[src/rtl/cmp_2b.sv]
// Registered lt/eq/gt magnitude comparator slice with cascade inputs; optional
// result counters under CMP_2B_STATS_EN. Latency 1 clock; no backpressure.
// Accepts a new operand pair every cycle.
module cmp_2b #(
  parameter int WIDTH      = 2,
  parameter bit SIGNED_CMP = 1'b0
) (
  input  logic             clk,
  input  logic             rst,
  input  logic             in_valid,
  input  logic [WIDTH-1:0] a,
  input  logic [WIDTH-1:0] b,
  input  logic             casc_eq,
  input  logic             casc_lt,
  input  logic             casc_gt,
  output logic             out_valid,
  output logic             eq,
  output logic             lt,
  output logic             gt
`ifdef CMP_2B_STATS_EN
  ,
  output logic [15:0]      cnt_lt,
  output logic [15:0]      cnt_eq,
  output logic [15:0]      cnt_gt
`endif
);

  logic leq, llt, lgt;
  logic c_eq, c_lt, c_gt;
  logic eq_n, lt_n, gt_n;

  always_comb begin
    leq = (a == b);
    if (SIGNED_CMP) begin
      llt = ($signed(a) < $signed(b));
      lgt = ($signed(a) > $signed(b));
    end else begin
      llt = (a < b);
      lgt = (a > b);
    end
  end

  // Cascade is normalised to one-hot with priority lt > gt > eq; an all-low
  // cascade falls through to the local result so the outputs stay one-hot.
  always_comb begin
    c_lt = casc_lt;
    c_gt = ~casc_lt & casc_gt;
    c_eq = ~casc_lt & ~casc_gt;
    eq_n = c_eq & leq;
    lt_n = c_lt | (c_eq & llt);
    gt_n = c_gt | (c_eq & lgt);
  end

  always_ff @(posedge clk or posedge rst) begin
    if (rst) begin
      out_valid <= 1'b0;
      eq        <= 1'b1;
      lt        <= 1'b0;
      gt        <= 1'b0;
    end else begin
      out_valid <= in_valid;
      if (in_valid) begin
        eq <= eq_n;
        lt <= lt_n;
        gt <= gt_n;
      end
    end
  end

`ifdef CMP_2B_STATS_EN
  always_ff @(posedge clk or posedge rst) begin
    if (rst) begin
      cnt_lt <= 16'd0;
      cnt_eq <= 16'd0;
      cnt_gt <= 16'd0;
    end else if (in_valid) begin
      if (lt_n && (cnt_lt != 16'hFFFF)) cnt_lt <= cnt_lt + 16'd1;
      if (eq_n && (cnt_eq != 16'hFFFF)) cnt_eq <= cnt_eq + 16'd1;
      if (gt_n && (cnt_gt != 16'hFFFF)) cnt_gt <= cnt_gt + 16'd1;
    end
  end
`endif

endmodule

[config.mk]
export PLATFORM = sky130hd
export DESIGN_NAME = cmp_2b
export DESIGN_NICKNAME = d
export VERILOG_FILES = /design/src/rtl/cmp_2b.sv
export SDC_FILE = /design/constraint.sdc
export NUM_CORES = 1
export LEC_CHECK = 0
export ABC_AREA = 1
export CELL_PAD_IN_SITES_DETAIL_PLACEMENT = 2
export CELL_PAD_IN_SITES_GLOBAL_PLACEMENT = 2
export CORE_MARGIN = 2
export CORE_UTILIZATION = 15
export DETAILED_ROUTE_END_ITERATION = 7
export PLACE_DENSITY = 0.64
export SETUP_SLACK_MARGIN = 0.5
export SYNTH_ARGS = -nofsm -noshare
export SYNTH_HDL_FRONTEND = slang
export SYNTH_SLANG_ARGS = --single-unit
[constraint.sdc]
create_clock -name clk -period 0.8 [get_ports clk]
set_input_delay 0.08 -clock clk [delete_from_list [all_inputs] [get_ports clk]]
set_output_delay 0.08 -clock clk [all_outputs]
set_load 0.02 [all_outputs]
==> impl_metrics.ini <==
[hold_path]
worstHoldEndpoint = out_valid$_DFF_PP0_
min_path_type = in -> reg
min_from = in_valid
holdPathStages = 1

[global_routing]
grt_use_total_pct = 11.1
grt_pass1_wl_um = 1080
grt_pass1_vias = 278
grt_antenna_before_repair = 0
grt_overflow_total = 0
grt_start_max_net_pins = 5

[final_layout]
area_growth_pct = 123
drive_gt1_share_pct = 75.0
antenna_cells = 0
final_nets = 57
fill_cells = 153
regArea_um2 = 104
fin_area_um2 = 465
multiInputGateArea_um2 = 148

[clock_network]
cts.clk_slew.worst_paths_ns = 0.04
insertion_delay_ns = 0.24
cts_max_path_buffers = 2
cts-hold-fix-buffers = 0
clock_sinks = 4
cts_tree = yes
cts_buffers = 3
cts_root_buf = clkbuf_4
htreeDepth = 1

[logic_synthesis]
syn_area_um2 = 209
synth_most_common_cell = inv_1
yosys-top-cells-count = 6 x inv_1, 5 x nand2_1, 3 x dfrtp_1
ys_types = 11
synthFlopType = dfrtp_1
synthesis.nets = 37
ys_seq_elements = 4
synth_cells = 25
synth_edf_count = 0
synth.area.top_cells = dfrtp_1 36%, dfstp_2 13%, ha_1 12%
synth_top_area_share_pct = 35.9
syn-mean-instance-area_um2 = 8.36
async_flop_share_pct = 100
yosysSeqAreaShare_pct = 48.5
synth_top_area_cell = dfrtp_1
synth_warnings = 0

[critical_path]
crit_chain = buf_6
crit_slowest_cell = dfstp_2
critical_path_class = reg -> out
worstSetupEndpointType = primary output
worst_r2r_endpoint = eq$_DFFE_PP1P_
crit_start = eq$_DFFE_PP1P_
path_delay_family = flip-flops
worst-endpoint-required_ns = 0.72
critPathLaunchType = flip-flop
max_stage_delay_ns = 0.53
r2r_setup_slack_ns = -0.08
cp_num_buf_inv = 1
cp.arrival_ns = 0.87
r2r-start = eq$_DFFE_PP1P_
reg2reg_depth = 4
cp_max_fo = 2

[power]
finalPower_mw = 0.727
p_leak_nw = 0.214
vdd.ir_drop.worst_mv = 0.501
p_per_area_mw_per_mm2 = 1560

[sta]
slew_headroom_pct = 91.4
rsz0062_at_grt = true
setup_violations = 5
timing.fmax_ghz = 1.05
final-hold-violation-count = 0
period_minus_slack_ns = 0.955
tightestPinTransition_ns = 0.129
post-route-period-util_pct = 119
drv_slew = 0
finalClockSkew_ns = 0
worst_slack_ns = -0.155

[placed_design]
place_area_um2 = 393
place_hpwl_um = 480
portBuffers = 12
gp_congestion = 0.572

[die]
fp.dieW_um = 41.3
rows = 13
die_area_mm2 = 0.00171
coreArea_mm2 = 0.00130
ios = 14
start_util_pct = 16.1
die_h_um = 41.3

[route]
route.detailed.drc = 0
ant_nets = 0
vias = 237
drt_iter0_markers = 0
drt-pass1-iter-count = 1
viasPerCell = 4.02
wl_per_cell_um = 11.0
totalWireLength_um = 647

[job]
maxCapViolations = 0

[status]
status = complete, but fails checks
violations = negative setup slack
logic make-up (layout without fill, tap and decap cells):
kind of cell    after synthesis  after routing  synth area share, %
flops                         4              4                 48.5
compound gates                2              2                 6.59
fa+ha+maj                     2              2                 12.0
simple gates                 10             10                 20.4
buf+inv                       7             26                 12.6
worst max path at each step:
stage,to,slack [ns],cells past startpoint
global placement,gt$_DFFE_PP0P_,-0.56,7
floorplan,eq$_DFFE_PP1P_,0.04,2
detailed placement,gt$_DFFE_PP0P_,-0.59,7
finish,eq,-0.15,1
CTS,eq,-0.16,1
global route,eq,-0.18,1
per-layer routing:
| metal | up-vias | share of wire [%] | track usage (%) |
|---|---|---|---|
| met3 | 3 | 7.4 | 5.32 |
| met4 | 0 | 2.9 | 12.1 |
| met1 | 108 | 36 | 8.74 |
| met5 | - | 0 | 0 |
| li1 | 113 | - | - |
| met2 | 13 | 54 | 18.8 |
placed cells by master (no fill, tap or decap):
| master | n |
|---|---|
| nor2_4 | 2 |
| buf_2 | 3 |
| nand3_2 | 1 |
| nor2_1 | 1 |
| nand3_4 | 1 |
| dfrtp_1 | 1 |
| dlygate4sd2_1 | 2 |
| clkdlybuf4s50_1 | 1 |
| o21ai_2 | 1 |
| ha_4 | 2 |
| dfrtp_2 | 2 |
| clkbuf_2 | 1 |
| inv_2 | 3 |
| inv_1 | 3 |
| dfstp_2 | 1 |
| nand2_1 | 2 |
| inv_12 | 1 |
| nand2_2 | 3 |
| buf_6 | 6 |
| clkbuf_1 | 1 |
| buf_4 | 2 |
| a21oi_2 | 1 |
| clkbuf_4 | 3 |
sequential cells by signal, summed over array words and instances, names as in the netlist:
register / cells
out_valid: 1
gt: 1
eq: 1
lt: 1
report_power, final:
group / total, mW / switching [mW] / internal, mW
Sequential: 0.234 / 0.0112 / 0.223
Combinational: 0.212 / 0.103 / 0.110
Clock: 0.280 / 0.0923 / 0.188
area by class of cell:
cell class                 instances  area share (%)
clock buffer                       4            5.65
timing repair buffer              15            28.0
sequential                         4            22.3
tap                               15            4.03
inverter                           7            8.33
multi-input combinational         14            31.7
metrics by stage:
step / cells / setup TNS, ns / setup WS (ns) / utilization, % / hold slack [ns]
after CTS: 57 / -0.288 / -0.156 / 33.7 / 0.0552
after global routing: 59 / -0.492 / -0.178 / 35.8 / 0.0212
after global placement: 52 / -2.55 / -0.561 / 30.2 / 0.277
after detailed placement: 52 / -2.62 / -0.592 / 30.2 / 0.302
final: 59 / -0.348 / -0.155 / 35.8 / 0.0240
after floorplan: 25 / 0 / 0.0440 / - / -0.155
timing repair:
item,in CTS,in global routing
resized for setup,51,7
setup endpoints to repair,8,8
setup buffers,1,2
pin swaps,6,0
(Power assumes the default switching activity.)
